### src/rtl/pc_sequencer.sv
// pc_sequencer: parametrised program-counter sequencer feeding the
// instruction-memory address port. Supports stall, absolute jump, signed
// relative branch and call/return through a hardware return-address stack.
//
// Ports:
//   sysclk      - system clock, all state updates on the rising edge
//   reset       - asynchronous active-high reset
//   stall       - hold pc and stack, drop every other request this cycle
//   jump        - load jump_addr
//   jump_addr   - absolute jump target
//   branch      - add branch_off (two's complement) to pc
//   branch_off  - relative branch offset
//   call        - push pc + STEP, load call_addr
//   call_addr   - call target
//   ret         - pop the return stack into pc
//   pc          - current program counter (registered)
//   stack_depth - number of valid return-stack entries
//   stack_full  - stack_depth == DEPTH
//   stack_empty - stack_depth == 0
//   overflow    - sticky: call seen while the stack was full
//   underflow   - sticky: ret seen while the stack was empty

// One return-stack register. Contents are don't-care after reset, so the
// entry carries no reset and only loads when the top level selects it.
module pc_stack_entry #(
    parameter int WIDTH = 8
) (
    input  logic             sysclk,
    input  logic             we,
    input  logic [WIDTH-1:0] d,
    output logic [WIDTH-1:0] q
);
    always_ff @(posedge sysclk) begin
        if (we) q <= d;
    end
endmodule

module pc_sequencer #(
    parameter int WIDTH     = 8,
    parameter int STEP      = 1,
    parameter int RESET_VEC = 0,
    parameter int DEPTH     = 4,
    localparam int DW       = $clog2(DEPTH + 1)
) (
    input  logic             sysclk,
    input  logic             reset,
    input  logic             stall,
    input  logic             jump,
    input  logic [WIDTH-1:0] jump_addr,
    input  logic             branch,
    input  logic [WIDTH-1:0] branch_off,
    input  logic             call,
    input  logic [WIDTH-1:0] call_addr,
    input  logic             ret,
    output logic [WIDTH-1:0] pc,
    output logic [DW-1:0]    stack_depth,
    output logic             stack_full,
    output logic             stack_empty,
    output logic             overflow,
    output logic             underflow
);

    typedef enum logic [2:0] {
        ACT_HOLD,
        ACT_RET,
        ACT_CALL,
        ACT_JUMP,
        ACT_BRANCH,
        ACT_STEP
    } act_e;

    logic [DW-1:0]                depth_q;
    logic [DEPTH-1:0][WIDTH-1:0]  stk;
    logic [WIDTH-1:0]             pc_inc;
    logic [WIDTH-1:0]             top;
    logic                         push;
    act_e                         act;

    assign stack_depth = depth_q;
    assign stack_full  = (depth_q == DW'(DEPTH));
    assign stack_empty = (depth_q == '0);

    // Sequential successor; also the return address pushed by a call.
    assign pc_inc = pc + WIDTH'(STEP);

    // Fixed-priority request decode; lower requests in the same cycle drop.
    always_comb begin
        act = ACT_STEP;
        if (stall)       act = ACT_HOLD;
        else if (ret)    act = ACT_RET;
        else if (call)   act = ACT_CALL;
        else if (jump)   act = ACT_JUMP;
        else if (branch) act = ACT_BRANCH;
    end

    // A call into a full stack still redirects pc but drops the push.
    assign push = (act == ACT_CALL) && !stack_full;

    // Top of stack is entry[depth-1]; a compare-select avoids indexing the
    // array with a pointer wider than the entry count.
    always_comb begin
        top = '0;
        for (int i = 0; i < DEPTH; i++) begin
            if (depth_q == DW'(i + 1)) top = stk[i];
        end
    end

    // Write pointer equals the current depth, so a push fills entry[depth].
    for (genvar i = 0; i < DEPTH; i++) begin : g_stk
        pc_stack_entry #(.WIDTH(WIDTH)) u_ent (
            .sysclk (sysclk),
            .we     (push && (depth_q == DW'(i))),
            .d      (pc_inc),
            .q      (stk[i])
        );
    end

    always_ff @(posedge sysclk or posedge reset) begin
        if (reset) begin
            pc        <= WIDTH'(RESET_VEC);
            depth_q   <= '0;
            overflow  <= 1'b0;
            underflow <= 1'b0;
        end else begin
            case (act)
                ACT_HOLD: ;
                ACT_RET: begin
                    if (stack_empty) begin
                        underflow <= 1'b1;
                        pc        <= pc_inc;
                    end else begin
                        pc      <= top;
                        depth_q <= depth_q - DW'(1);
                    end
                end
                ACT_CALL: begin
                    pc <= call_addr;
                    if (stack_full) overflow <= 1'b1;
                    else            depth_q  <= depth_q + DW'(1);
                end
                ACT_JUMP:   pc <= jump_addr;
                // Two's-complement add; the truncated sum handles negative offsets.
                ACT_BRANCH: pc <= pc + branch_off;
                default:    pc <= pc_inc;
            endcase
        end
    end

endmodule

### config.mk
export PLATFORM = sky130hd
export DESIGN_NAME = pc_sequencer
export DESIGN_NICKNAME = d
export VERILOG_FILES = /design/src/rtl/pc_sequencer.sv
export SDC_FILE = /design/constraint.sdc
export NUM_CORES = 1
export LEC_CHECK = 0
export ABC_AREA = 1
export CAP_MARGIN = 30
export CORE_AREA = 2 2 90 92
export DETAILED_ROUTE_END_ITERATION = 10
export DIE_AREA = 0 0 92 94
export PLACE_DENSITY = 0.66
export SETUP_SLACK_MARGIN = 0.3
export SYNTH_ARGS = -nofsm -noshare
export SYNTH_HDL_FRONTEND = slang
export SYNTH_SLANG_ARGS = --single-unit
### constraint.sdc
create_clock -name sysclk -period 2.15 [get_ports sysclk]
set_clock_uncertainty 0.05 [all_clocks]
set_input_delay 0.43 -clock sysclk [delete_from_list [all_inputs] [get_ports sysclk]]
set_output_delay 0.43 -clock sysclk [all_outputs]
set_load 0.02 [all_outputs]
# [Word level (Yosys, flattened, before mapping)]
# Index checks and enable logic that the tools add are counted.
[totals] output_inout_bits=15 input_bits=31 word_cells=48 register_bits=45
[op_classes] reduce_logical=12 addsub=4 eq_ne=10 mux=14
[op_table] op="$mux W8" count=5
[op_table] op="$pmux W8 S5" count=1
[op_table] op="$mux W3" count=6
[op_table] op="$eq A3 B2 Y1 const B" count=4
[op_table] op="$add A8 B1 Y8 const B" count=1
[op_table] op="$add A8 B8 Y8" count=1
[op_table] op="$eq A3 B1 Y1 const B" count=2
[op_table] op="$eq A3 B3 Y1 const B" count=2
[op_table] op="$logic_not A3 Y1" count=2
[op_table] op="$pmux W3 S2" count=1
[op_table] op="$logic_and A1 B1 Y1" count=5
[op_table] op="$ne A2 B2 Y1 const B" count=2
[op_table] op="$reduce_and A2 Y1" count=2
[op_table] op="$add A3 B1 Y3 const B" count=1
[op_table] op="$reduce_and A3 Y1" count=1
[op_table] op="$sub A3 B1 Y3 const B" count=1
[op_table] op="$reduce_bool A2 Y1" count=1
[op_table] op="$logic_not A1 Y1" count=1
[op_table] op="$mux W1" count=1

# [Depth between registers and ports, before layout]
[depth] depth_word=8 ltp_mapped=12 ltp_nobuf=12

# [By module]
# A second synthesis with hierarchy kept.
[unflattened] hier_cells=375 area_unflattened_um2=2935.3
[by_module_without_submodules] mod="pc_sequencer" area_per_inst_um2=1974.4 seq_area_each_um2=325.3 instances=1 cells_per_inst=343
[by_module_without_submodules] mod="pc_stack_entry" area_per_inst_um2=240.2 seq_area_each_um2=240.2 instances=4 cells_per_inst=8

# [Worst setup path after synthesis]
# Ideal clock, no wire load.
[synth_timing] path_type="register to register" startpoint="reg depth_q[0], in the netlist stack_depth[0]" endpoint="reg g_stk[0].u_ent.q[0] (enable)" path_buffers=0 path_stages_with_launch=7 synth_period_minus_slack_ps=2080 required_time_ps=1730 path_slack_ps=70 setup_time_ps=370 arrival_time_ps=1659 cell_sequence="dfrtp_1 inv_1 ha_1 inv_2 nor2_4 inv_4 nor2_1"
[synth_via] elab_cells_between_ends=5 cone_classes="eq/ne (1); reduce/logical (4)"
[synth_rtl] item="start, declared" line_no="72" rtl="logic [DW-1:0] depth_q;"
[synth_rtl] item="start signal, assigned" line_no="133" rtl="depth_q <= depth_q - DW'(1);"
[synth_rtl] item="start signal, assigned" line_no="139" rtl="else depth_q <= depth_q + DW'(1);"
[synth_rtl] item="$logic_not A3 Y1"
[synth_rtl] item="net stack_empty" line_no="58" rtl="output logic stack_empty,"
[synth_rtl] item="$logic_and A1 B1 Y1" line_no="112" rtl=".we (push && (depth_q == DW'(i))),"
[synth_rtl] item="net g_stk[0].u_ent.we" line_no="29" rtl="input logic we,"
[synth_rtl] item="end signal, assigned" line_no="34" rtl="if (we) q <= d;"
[synth_rtl] item="end, declared" line_no="31" rtl="output logic [WIDTH-1:0] q"
# The timed path passes the listed nets, and every way through them passes these cells.
# A chain may end at the register's enable or synchronous reset.

# [Worst setup path in the final report]
[layout_timing] startpoint="in branch_off[2]" endpoint="reg pc[7]"
[layout_via] elab_chain_len=2
[layout_lines] item="start, declared" line_no="51" rtl="input logic [WIDTH-1:0] branch_off,"
[layout_lines] item="$add A8 B8 Y8" line_no="143" rtl="ACT_BRANCH: pc <= pc + branch_off;"
[layout_lines] item="$pmux W8 S5" line_no="125" rtl="case (act)"
[layout_lines] item="end signal, assigned" line_no="130" rtl="pc <= pc_inc;"
[layout_lines] item="end signal, assigned" line_no="143"
[layout_lines] item="end signal, assigned" line_no="144" rtl="default: pc <= pc_inc;"
[layout_lines] item="end, declared" line_no="55" rtl="output logic [WIDTH-1:0] pc,"
# No other way between the ends.

==> impl_metrics.tcl <==
set metrics [dict create \
    status "finished, final reports clean" \
    antenna_found_initial 0 \
    finalSetupViolCount 0 \
    yosysTopAreaCell "edfxtp_1" \
    die-area_mm2 0.00865 \
    holdWs_ns 0.416 \
    required_ns 2.29 \
    drive_above_1_share_pct 21.2 \
    wl_per_cell_um 13.4 \
    syn_to_final_growth_pct 34.9 \
    synth_nets 419 \
    synthMuxAreaShare_pct 0 \
    io_buffer_count 45 \
    fin_setup_tns_ns 0 \
    worst_setup_path_start_kind "input pin" \
    route.detailed.drc 0 \
    finalCritPeriodShare_pct 83.5 \
    synthTopCellsByArea "edfxtp_1, nand2_1, dfrtp_1" \
    antennaDiodeCount 0 \
    end_kind "register" \
    synth_adder_area_share_pct 6.72 \
    place_area_mm2 0.00365 \
    core-area_mm2 0.00761 \
    synthSimpleGateAreaFrac_pct 33.9 \
    yosysSeqAreaShare_pct 44.3 \
    grt_pass1_wl_um 11700 \
    grt_pass1_vias 2486 \
    drv_cap 0 \
    gr-usage-met2_pct 31.3 \
    htreeDepth 2 \
    rsz0062_at_grt "yes" \
    synthXorXnorAreaFrac_pct 2.07 \
    clock_latency_ns 0.29 \
    synth_top_area_share_pct 33.1 \
    cts_tree "yes" \
    clkTransAtPathRegs_ns 0.08 \
    drtAntennaViolNets 0 \
    netlist_instances 373 \
    use_met3_pct 3.21 \
    ys_ff_latch 45 \
    netlist_area_mm2 0.00291 \
    holdCritPathClass "input pin to asynchronous set/reset pin" \
    slew_headroom_pct 65.4 \
    numCtsBuffers 5 \
    cts.sinks 45 \
    clock_path_buffers 2 \
    power_uw 3930 \
    ctsHoldBuffers 0 \
    gp_congestion 0.849 \
    initial_core_util_pct 38.2 \
    clock.fmax_mhz 557 \
    cp_max_fo 4 \
    ir_drop_mv 0.433 \
    syn_avg_cell_area_um2 7.79 \
    grt_overflow 0 \
    grt_max_degree 14 \
    worstMarginPinSlew_ns 0.518 \
    busiest_layer "met2" \
    die_y_um 94 \
    wl_um 7380 \
    min_period_ns 1.80 \
    drt_iter0_drc 118 \
    synth-compound-area-share_pct 5.51 \
    design_area_mm2 0.00392 \
    p_leak_uw 0.00179 \
    yosys_warnings 0 \
    worstSetupPathType "input pin to register" \
    synth_top_family_by_area "simple AND/OR/NAND/NOR gates" \
    power_density_mw_per_mm2 1000 \
    grt_usage_pct 17.5 \
    placementRows 32 \
    dr.pass1.iters 4 \
    slew_violations 0 \
    dpl.hpwl_um 5800 \
    die_x_um 92 \
    hold_viol_final 0 \
    cp.arrival_ns 1.93 \
    cts-root-buf "clkbuf_8" \
    final_util_pct 51.5 \
    met1_usage_pct 21.4 \
    layout.nets 493 \
    ios 46 \
    viasPerCell 4.76 \
    ys_types 33 \
    vias 2619 \
]
-- timing repair --
item | 4_1_cts | 5_1_grt
endpoints found under the setup margin | 22 | 21
setup buffers | 2 | 2
pin swaps | 5 | 11
resized for setup | 29 | 30
-- placed cells by master, fill, tap and decap left out, types with 2 or more instances in the layout --
cell / n
o21ai_2: 3
nor2_4: 9
nor2_2: 3
nor2_1: 35
clkbuf_8: 5
o211ai_1: 2
inv_1: 40
o22ai_1: 3
nand2_1: 125
edfxtp_1: 32
nand3_1: 30
ha_1: 4
a21oi_2: 4
nor3_1: 2
inv_2: 9
ha_2: 2
nand2_2: 6
inv_4: 3
or2_2: 4
ha_4: 8
clkdlybuf4s50_1: 28
dlygate4sd2_1: 12
dfrtp_2: 3
o21ai_0: 5
buf_4: 25
a21oi_1: 6
o21ai_1: 2
dlymetal6s2s_1: 3
nand4_1: 6
nand2_4: 2
clkinv_2: 2
xor2_1: 4
dfrtp_1: 10
-- cell usage after synthesis --
cell type / count
nor3_1: 2
inv_4: 2
o211ai_2: 1
nand4_1: 6
buf_6: 1
xor2_2: 1
a31oi_1: 1
o21ai_1: 3
nand2_1: 127
nor2_4: 3
o21ai_0: 5
nand3_2: 1
a21oi_1: 10
nand3_1: 31
o22ai_1: 3
nand2_2: 4
edfxtp_1: 32
nor2_2: 6
ha_1: 14
fa_1: 1
clkbuf_1: 1
or2_2: 4
inv_1: 44
nor2_1: 38
buf_2: 1
o21ai_2: 2
nand2_4: 2
dfrtp_1: 13
nor3b_1: 1
o211ai_1: 2
xor2_1: 4
inv_2: 6
xnor2_1: 1
-- where the power goes --
| group | switching [µW] | leakage, µW | internal [µW] | total, µW |
|---|---|---|---|---|
| Sequential | 151 | 0.000439 | 1120 | 1270 |
| Clock | 268 | 0.0000450 | 225 | 493 |
| Combinational | 1260 | 0.00130 | 901 | 2170 |
| Total | 1680 | 0.00179 | 2240 | 3930 |
-- path summary, 6_finish.rpt --
| check | from | to | slack (ns) | depth (start not counted) |
|---|---|---|---|---|
| setup / recovery | branch_off[2] | pc[7] | 0.35 | 13 |
| hold / removal | reset | underflow | 0.42 | 2 |
| setup reg to reg | stack_depth[0] | pc[7] | 0.36 | 12 |
| hold reg to reg | underflow | underflow | 0.42 | 1 |
| max in group asynchronous | reset | pc[1] | 1.26 | 2 |
| min in group sysclk | underflow | underflow | 0.42 | 1 |
-- sequential cells by signal, summed over array words and instances (netlist names) --
| signal | count |
|---|---|
| overflow | 1 |
| stack_depth | 3 |
| pc | 8 |
| underflow | 1 |
| g_stk.u_ent.q | 32 |
-- logic make-up (layout without fill, tap and decap cells) --
logic type	Yosys count	count (layout)
AOI/OAI and AO/OA	27	27
buffers and inverters	55	130
adders and majority gates	15	15
xor gates and xnor gates	6	6
DFF	45	45
and+or+nand+nor	225	225
-- area by class of cell --
type                    instances  area (µm²)
inverters                      52         203
flip-flops and latches         45        1290
repair buffers                 70         636
fillers                       733        3690
clock inverters                 2        10.0
multi-input cells             273        1580
well taps                     102         128
clock buffers                   6        72.6
-- metrics by stage --
stage                     instances  worst slack, ns
final                           550            0.354
after global routing            550            0.259
after CTS                       548            0.279
after detailed placement        538           -0.142
after global placement          538          -0.0802
after floorplan                 373            0.300
-- per-layer routing --
layer	vias to the layer above	share of wire [%]
met5	-	0
met2	81	51
met3	4	5.4
li1	1344	-
met4	0	0.60
met1	1190	43
-- worst max-delay path, cell delays in order --
cell and delay, ns:
clkdlybuf4s50_1 0.44, ha_4 0.30, nand2_1 0.05, nand2_1 0.08, inv_1 0.05, nand2_2 0.07, nand2_1 0.07, nand2_1 0.06
nand2_1 0.05, nand3_2 0.09, nand3_1 0.09, nand2_1 0.09, nand2_1 0.05
Power figures use the tool's default switching activity.
